$ cat src/rtl/i3c_tgt_pkg.sv
// Shared definitions for the I3C target-side HDR receivers.
// Holds the DDR command-receiver state encoding and frame constants.
package i3c_tgt_pkg;

   typedef enum logic [2:0] {
      ST_IDLE,
      ST_ARM,
      ST_PRE,
      ST_DATA,
      ST_PAR,
      ST_CHECK
   } ddr_cmd_state_e;

   localparam logic [1:0] HDR_DDR_CMD_PREAMBLE = 2'b01;
   localparam logic [6:0] I3C_BCAST_ADDR       = 7'h7E;
   localparam int         HDR_DDR_FRAME_BITS   = 20;

endpackage

$ cat src/rtl/ddr_parity_calc.sv
// HDR-DDR word parity: P1 covers odd data bits, P0 covers even data bits
// and is seeded with 1 so an all-zero word never yields all-zero parity.
module ddr_parity_calc (
   input  logic [15:0] word,
   output logic        par_p1,
   output logic        par_p0
);

   logic [7:0] odd_bits;
   logic [7:0] even_bits;

   for (genvar gi = 0; gi < 8; gi++) begin : g_split
      assign odd_bits[gi]  = word[2*gi+1];
      assign even_bits[gi] = word[2*gi];
   end

   assign par_p1 = ^odd_bits;
   assign par_p0 = ~(^even_bits);

endmodule

$ cat src/rtl/hdr_ddr_cmd_rx_tgt.sv
// HDR-DDR command word receiver: captures PRE/D15..D0/P1/P0, decodes, checks.
// Define HDR_EXIT_DET_EN to add HDR-exit pattern detection (o_hdr_exit).
module hdr_ddr_cmd_rx_tgt
   import i3c_tgt_pkg::*;
#(
   parameter logic [1:0] CMD_PREAMBLE = HDR_DDR_CMD_PREAMBLE,
   parameter logic [6:0] BCAST_ADDR   = I3C_BCAST_ADDR
) (
   input  logic       i_sys_clk,
   input  logic       i_sys_rst,
   input  logic       i_engine_en,
   input  logic       i_sda,
   input  logic       i_scl_pos_edge,
   input  logic       i_scl_neg_edge,
   input  logic [6:0] i_dyn_addr,
`ifdef HDR_EXIT_DET_EN
   output logic       o_hdr_exit,
`endif
   output logic       o_cmd_valid,
   output logic       o_cmd_err,
   output logic       o_rnw,
   output logic [6:0] o_cmd_code,
   output logic [6:0] o_tgt_addr,
   output logic       o_bcast,
   output logic       o_busy
);

   localparam logic [4:0] LAST_DATA_IDX = 5'(HDR_DDR_FRAME_BITS - 3);
   localparam logic [4:0] LAST_IDX      = 5'(HDR_DDR_FRAME_BITS - 1);

   ddr_cmd_state_e state_reg, state_next;
   logic [HDR_DDR_FRAME_BITS-1:0] shift_reg, shift_next;
   logic [4:0] bit_cnt_reg, bit_cnt_next;
   logic       busy_reg, busy_next;
   logic       valid_reg, valid_next;
   logic       err_reg, err_next;
   logic       rnw_reg, rnw_next;
   logic [6:0] code_reg, code_next;
   logic [6:0] addr_reg, addr_next;
   logic       bcast_reg, bcast_next;

   logic        edge_any;
   logic        frame_done;
   logic        exit_hit;
   logic [15:0] frame_word;
   logic [6:0]  frame_addr;
   logic        calc_p1, calc_p0;
   logic        frame_bad;
   logic        frame_match;

   assign edge_any   = i_scl_pos_edge | i_scl_neg_edge;
   // Decode looks at the frame as it will be once P0 is shifted in.
   assign frame_word = shift_next[17:2];
   assign frame_addr = frame_word[7:1];

   ddr_parity_calc u_parity (
      .word   (frame_word),
      .par_p1 (calc_p1),
      .par_p0 (calc_p0)
   );

   assign frame_bad   = (shift_next[19:18] != CMD_PREAMBLE) |
                        (shift_next[1:0] != {calc_p1, calc_p0});
   assign frame_match = (frame_addr == i_dyn_addr) | (frame_addr == BCAST_ADDR);

`ifdef HDR_EXIT_DET_EN
   logic       sda_prev_reg;
   logic       scl_low_reg;
   logic [2:0] exit_cnt_reg, exit_cnt_next;
   logic       exit_reg;
   logic       sda_fall;

   assign sda_fall = sda_prev_reg & ~i_sda & scl_low_reg & ~edge_any;
   assign exit_hit = sda_fall & (exit_cnt_reg == 3'd3);

   always_comb begin
      exit_cnt_next = exit_cnt_reg;
      if (edge_any || exit_hit)
         exit_cnt_next = 3'd0;
      else if (sda_fall)
         exit_cnt_next = exit_cnt_reg + 3'd1;
   end

   always_ff @(posedge i_sys_clk) begin
      if (!i_sys_rst) begin
         sda_prev_reg <= 1'b0;
         scl_low_reg  <= 1'b0;
         exit_cnt_reg <= 3'd0;
         exit_reg     <= 1'b0;
      end else begin
         sda_prev_reg <= i_sda;
         if (i_scl_neg_edge)
            scl_low_reg <= 1'b1;
         else if (i_scl_pos_edge)
            scl_low_reg <= 1'b0;
         exit_cnt_reg <= exit_cnt_next;
         exit_reg     <= exit_hit;
      end
   end

   assign o_hdr_exit = exit_reg;
`else
   assign exit_hit = 1'b0;
`endif

   always_comb begin
      state_next   = state_reg;
      shift_next   = shift_reg;
      bit_cnt_next = bit_cnt_reg;
      frame_done   = 1'b0;
      unique case (state_reg)
         ST_IDLE: begin
            if (i_engine_en) begin
               state_next   = ST_ARM;
               bit_cnt_next = 5'd0;
            end
         end
         ST_ARM: begin
            if (i_scl_pos_edge) begin
               shift_next   = {shift_reg[HDR_DDR_FRAME_BITS-2:0], i_sda};
               bit_cnt_next = 5'd1;
               state_next   = ST_PRE;
            end
         end
         ST_PRE: begin
            if (edge_any) begin
               shift_next   = {shift_reg[HDR_DDR_FRAME_BITS-2:0], i_sda};
               bit_cnt_next = bit_cnt_reg + 5'd1;
               state_next   = ST_DATA;
            end
         end
         ST_DATA: begin
            if (edge_any) begin
               shift_next   = {shift_reg[HDR_DDR_FRAME_BITS-2:0], i_sda};
               bit_cnt_next = bit_cnt_reg + 5'd1;
               if (bit_cnt_reg == LAST_DATA_IDX)
                  state_next = ST_PAR;
            end
         end
         ST_PAR: begin
            if (edge_any) begin
               shift_next   = {shift_reg[HDR_DDR_FRAME_BITS-2:0], i_sda};
               bit_cnt_next = bit_cnt_reg + 5'd1;
               if (bit_cnt_reg == LAST_IDX) begin
                  bit_cnt_next = 5'd0;
                  state_next   = ST_CHECK;
                  frame_done   = 1'b1;
               end
            end
         end
         ST_CHECK: state_next = ST_IDLE;
         default:  state_next = ST_IDLE;
      endcase
      if (exit_hit) begin
         state_next   = ST_IDLE;
         bit_cnt_next = 5'd0;
      end
   end

   // Result and decode registers load on the P0 edge so they are visible in CHECK.
   always_comb begin
      busy_next  = (state_next == ST_ARM) || (state_next == ST_PRE) ||
                   (state_next == ST_DATA) || (state_next == ST_PAR);
      valid_next = frame_done & ~frame_bad & frame_match;
      err_next   = frame_done & frame_bad;
      rnw_next   = rnw_reg;
      code_next  = code_reg;
      addr_next  = addr_reg;
      bcast_next = bcast_reg;
      if (frame_done) begin
         rnw_next   = frame_word[15];
         code_next  = frame_word[14:8];
         addr_next  = frame_addr;
         bcast_next = (frame_addr == BCAST_ADDR);
      end
   end

   always_ff @(posedge i_sys_clk) begin
      if (!i_sys_rst) begin
         state_reg   <= ST_IDLE;
         shift_reg   <= '0;
         bit_cnt_reg <= 5'd0;
         busy_reg    <= 1'b0;
         valid_reg   <= 1'b0;
         err_reg     <= 1'b0;
         rnw_reg     <= 1'b0;
         code_reg    <= 7'd0;
         addr_reg    <= 7'd0;
         bcast_reg   <= 1'b0;
      end else begin
         state_reg   <= state_next;
         shift_reg   <= shift_next;
         bit_cnt_reg <= bit_cnt_next;
         busy_reg    <= busy_next;
         valid_reg   <= valid_next;
         err_reg     <= err_next;
         rnw_reg     <= rnw_next;
         code_reg    <= code_next;
         addr_reg    <= addr_next;
         bcast_reg   <= bcast_next;
      end
   end

   assign o_cmd_valid = valid_reg;
   assign o_cmd_err   = err_reg;
   assign o_rnw       = rnw_reg;
   assign o_cmd_code  = code_reg;
   assign o_tgt_addr  = addr_reg;
   assign o_bcast     = bcast_reg;
   assign o_busy      = busy_reg;

endmodule
$ cat config.mk
export PLATFORM = sky130hd
export DESIGN_NAME = hdr_ddr_cmd_rx_tgt
export DESIGN_NICKNAME = d
export VERILOG_FILES = /design/src/rtl/i3c_tgt_pkg.sv /design/src/rtl/ddr_parity_calc.sv /design/src/rtl/hdr_ddr_cmd_rx_tgt.sv
export SDC_FILE = /design/constraint.sdc
export NUM_CORES = 1
export LEC_CHECK = 0
export ABC_AREA = 0
export CAP_MARGIN = 20
export CORE_MARGIN = 2
export CORE_UTILIZATION = 54
export DETAILED_ROUTE_END_ITERATION = 8
export PLACE_DENSITY_LB_ADDON = 0.12
export SLEW_MARGIN = 15
export SYNTH_ARGS = -nofsm -noshare
export SYNTH_HDL_FRONTEND = slang
export SYNTH_SLANG_ARGS = --single-unit
$ cat constraint.sdc
create_clock -name i_sys_clk -period 2.5 [get_ports i_sys_clk]
set_input_delay 0.25 -clock i_sys_clk [delete_from_list [all_inputs] [get_ports i_sys_clk]]
set_output_delay 0.25 -clock i_sys_clk [all_outputs]
set_load 0.05 [all_outputs]
-- Word-level counts from Yosys, hierarchy flattened
Cells that the tools add are included.
Widths: inputs -> output; s select.
- flip-flop bits (word level): 47
- bits of input ports: 13
- word-level logic and storage cells: 67
- output and inout bits: 19
- reduce and logical (&&, ||, !) cells: 10
- eq/ne operators: 18
- $add $sub $neg: 1
- mux-type cells: 20
- bitwise logic cells: 8
- operator list (cell ; count):
    $mux 20 ; 2
    $pmux 20 s2 ; 1
    $mux 5 ; 5
    $mux 3 ; 7
    $pmux 5 s4 ; 1
    $reduce_xor 8->1 ; 2
    $pmux 3 s5 ; 1
    $eq 3x2->1 const B ; 4
    $eq 5x5->1 const B ; 2
    $eq 7x7->1 ; 1
    $eq 7x7->1 const B ; 1
    $eq 3x1->1 const B ; 2
    $eq 3x3->1 const B ; 2
    $ne 2x2->1 const B ; 3
    $add 5x1->5 const B ; 1
    $reduce_and 5->1 ; 1
    $ne 2x1->1 const B ; 2
    $reduce_bool 4->1 ; 1
    $and 1x1->1 ; 3
    $logic_not 3->1 ; 1
    $logic_or 1x1->1 ; 3
    $mux 1 ; 3
    $or 1x1->1 ; 3
    $reduce_or 3->1 ; 1
    other kinds (3) ; 4

-- Depth between registers and ports, before layout
- depth after elaboration: 10
- mapped depth: 8
- depth with buffers taken out: 6

-- Hierarchy
A second synthesis with hierarchy kept.
- cell total of the unflattened synthesis: 284
- area, all modules: 2557.5 um^2
- modules (own cells, without submodules) (module ; seq. area each (um^2) ; area each (um^2) ; instances ; cells each):
    hdr_ddr_cmd_rx_tgt ; 940.9 ; 2434.8 ; 1 ; 270
    ddr_parity_calc ; 0.0 ; 122.6 ; 1 ; 14

-- Worst setup path after synthesis
OpenSTA, ideal clock, no wires.
- path kind: register -> register
- start point: register state_reg[1]
- end point: register valid_reg, in the netlist o_cmd_valid
- path buffers: 1
- data arrival time: 2.149 ns
- setup slack: 0.248 ns
- setup time: 0.103 ns
- required time: 2.397 ns
- cell stages (with the launch flop): 8
- path through: dfxtp_1 buf_2 o21a_1 nor3_2 nand2_1 a2111oi_1 nand3_1 a2111oi_2
- word-level cells in the longest chain between the ends: 10
- ends and longest elaborated chain (what ; RTL line ; source):
    start: declaration ; hdr_ddr_cmd_rx_tgt.sv:31 ; ddr_cmd_state_e state_reg, state_next;
    start signal: assignment ; hdr_ddr_cmd_rx_tgt.sv:191 ; state_reg <= state_next;
    $eq 3x3->1 / $eq 3x2->1 (equally long branches) ; hdr_ddr_cmd_rx_tgt.sv:111 ; unique case (state_reg)
    $reduce_or 3->1 (no line) ; n/a ;
    $pmux 20 s2 ; hdr_ddr_cmd_rx_tgt.sv:111 ;
    $reduce_xor 8->1 ; ddr_parity_calc.sv:18 ; assign par_p0 = ~(^even_bits);
    $not 1->1 ; ddr_parity_calc.sv:18 ;
    $ne 2x2->1 ; hdr_ddr_cmd_rx_tgt.sv:63 ; (shift_next[1:0] != {calc_p1, calc_p0});
    $or 1x1->1 ; hdr_ddr_cmd_rx_tgt.sv:62 ; assign frame_bad = (shift_next[19:18] != CMD_PREAMBLE) |
    $not 1->1 ; hdr_ddr_cmd_rx_tgt.sv:164 ; valid_next = frame_done & ~frame_bad & frame_match;
    $and 1x1->1 ; hdr_ddr_cmd_rx_tgt.sv:164 ;
    $and 1x1->1 (*) ; hdr_ddr_cmd_rx_tgt.sv:164 ;
    end signal: assignment ; hdr_ddr_cmd_rx_tgt.sv:195 ; valid_reg <= valid_next;
    end: declaration ; hdr_ddr_cmd_rx_tgt.sv:35 ; logic valid_reg, valid_next;
Every way passes the cells marked *; elsewhere a longest branch is shown, timed or not.
A chain may end at the register's enable or synchronous reset.

-- Worst setup path in the final report
Same ends and word-level chain as after synthesis.

==> metrics.txt <==
number of synthesized flops with an enable pin=0; Antenna Nets Post-Route=0; CP most frequent cell=a2111oi_2; Setup-failing EPs final=0; Synth area leader=dfxtp_1; hpwl dp=about 4 mm; vias in the first global route=approximately 1900; Site Rows=24; GRT Max-Usage Layer=met2; crit path DAT=approximately 2500 ps; # hold bufs at CTS=0; # Post-CTS Setup Buffers=0; Synth Area in Compound Gates=0.196; IO Port Bufs=31; hold crit path type=flop to flop; initial antenna violation count=0; Final Hold Vio Count=0; CTS max path bufs=2; crit path max-delay cell type=dfxtp_2; Startpoint Class=flop; PD cells=approximately 480 mW/mm²; layout cells sized above 1=0.155; cell-by-cell trace of the critical path=o21ai_1, and4_1, or3_1, a2111oi_2, nand4_1, a2111oi_2; Crit path required time=roughly 2700 ps; cell area after layout=approximately 0.003 mm²; root buf cell=clkbuf_8; met2 Usage GRT=0.347; CP delay by family, top=compound AO/OA/AOI/OAI gates; crit path to=o_cmd_valid; Worst IR Drop VDD=0.491 mV; clock skew=8.09 ps; Setup Total Neg Slack=0 ps; met1 Use GR=0.340; clock latency on the worst-skew pair=roughly 300 ps; max reg flops=20; global-route wire length before repair=9.14 mm; Final Cycle Share=0.907; fin crit period=approximately 2300 ps; CP Max Fanout=10; CP peak stage delay=roughly 440 ps; CTS tree=built; worst path bufs/invs=0; Post-Synthesis Cells=276; most common cell in the netlist=dfxtp_1; Yosys top cell area share=0.393; Core Util, Final=0.692; # clock sinks=47; fin. max-slew vios=0; Avg Inst Size Synth=~8.7 µm²; simple-gate share of the synthesized area=0.199; hold depth=2; DRC viols=0; top cells by area, synth=dfxtp_1, nor2_1, mux2i_1, a211oi_1, xnor2_1; Crit Reg-Reg Endpoint=o_cmd_valid; FF-to-FF setup slack=approximately 230 ps; Final Routed Wirelength=roughly 5.5 mm; synth warn=0; Cell Area, Synth=~0.0024 mm²; htree depth=2; Pre-antenna DRT Iters=4; status=complete, no violations; post-synthesis adder-cell area fraction=0.0104; clock-pin slew on the worst setup and hold paths=around 90 ps; Worst Tran Pin Value=between 500 and 600 ps; grt total ovfl=0; All-Layer GR Usage=0.232; Syn Nets=approximately 290; DP Area=0.00288 mm²; die area=approximately 0.005 mm²; Async S/R FF share, synth=0; fill cell count=between 300 and 400; largest family of logic cells by synthesized area=simple AND/OR/NAND/NOR gates; RSZ-0062 raised after global routing=false; Commonest cells post-synth=dfxtp_1, nor2_1, nand2_1, a21oi_1, a211oi_1; Critical Path Sink Type=flop; xor and xnor area share after synthesis=0.0977; pre-CTS setup slack=-294 ps; post-synthesis mux area share=0.0585; fin nets=337; Core ar.=about 0.0043 mm²; Netlist cell types=47; grt met3 use=0.0442; routed vias=about 2100; Multi-input gate area=between 0.001 and 0.0015 mm²; final worst setup slack=about 230 ps; Via density=5.69; slew margin rel.=0.662; die height=between 70 and 80 µm; largest net degree at the start of global routing=36; DRT iter0 DRCs=around 120; Crit. path cell count=6; die width=70.6 µm; Initial Utilization=0.554; crit path from=state_reg[1]; fmax=roughly 440 MHz; FF+latch area=roughly 940 µm²; I/O Pins=32; MaxCap Viol Count=0; P_leak=around 1.1 nW; n_diodes=0; reg2reg path depth=6; post-synthesis sequential area ratio=0.393; CTS buffer count=5; Worst Path Class, Setup=flop to flop; post-layout power=around 1.4 mW; ys flop type=dfxtp_1; GPL Wtd Cong=approximately 0.95; r2r startpoint=state_reg[1]; Seq cells post-synth=47; Routed WL per cell=14.6 µm; post-cts sizing count=0; Layout area overhead=25.0%
-- cell families after synthesis --
group                      after synthesis
and+or+nand+nor                         99
xor gates and xnor gates                22
AOI/OAI and AO/OA                       68
muxes                                   14
adders and majority gates                2
DFF                                     47
buffers and inverters                   24
-- worst reg2reg max path, stage by stage, from the launching register on --
cell and delay, ps:
dfxtp_2 440, o21ai_1 210, and4_1 270, or3_1 360, a2111oi_2 390, nand4_1 170
a2111oi_2 330
-- metal layers --
| metal | wire, µm | vias up |
|---|---|---|
| met5 | 0 | - |
| met4 | 72 | 0 |
| met3 | 345 | 8 |
| met2 | 2410 | 56 |
| met1 | 2650 | 989 |
| li1 | - | 1081 |
-- report_power, final --
part | internal, mW | switching (mW) | leakage, nW
combinational | 0.0934 | 0.115 | 0.700
sequential | 0.757 | 0.0128 | 0.380
clock | 0.197 | 0.257 | 0.0483
total | 1.05 | 0.386 | 1.13
-- layout make-up --
cell class,count,share of cell area
Clock buffer,5,0.0230
Clock inverter,3,0.00627
Inverter,7,0.00878
Multi-Input combinational cell,205,0.458
Sequential cell,47,0.316
Tap cell,52,0.0217
Timing Repair Buffer,56,0.167
-- stage by stage --
stage               hold WS, ps  std cells
floorplan                   367        276
CTS                         461        375
global route                483        375
detailed placement          448        367
global placement            444        367
finish                      460        375
-- how the worst min path moves through the flow --
stage                   from        endpoint
6_report       shift_reg[19]   shift_reg[19]
3_5_place_dp   shift_reg[19]   shift_reg[19]
5_1_grt        shift_reg[19]   shift_reg[19]
3_3_place_gp   shift_reg[19]   shift_reg[19]
4_1_cts        shift_reg[19]   shift_reg[19]
2_1_floorplan      i_sys_rst  bit_cnt_reg[0]
-- layout by cell type, fill, tap and decap left out, types with 7 or more instances in the layout --
cell type,count
nand3_1,7
xor2_1,8
dfxtp_1,44
xnor2_1,11
mux2i_1,14
a21oi_1,17
a211oi_1,15
nor2_1,39
clkdlybuf4s50_1,30
buf_4,25
nand2_1,18
o21ai_0,11
Note: power is estimated with default switching activity, not from simulation.
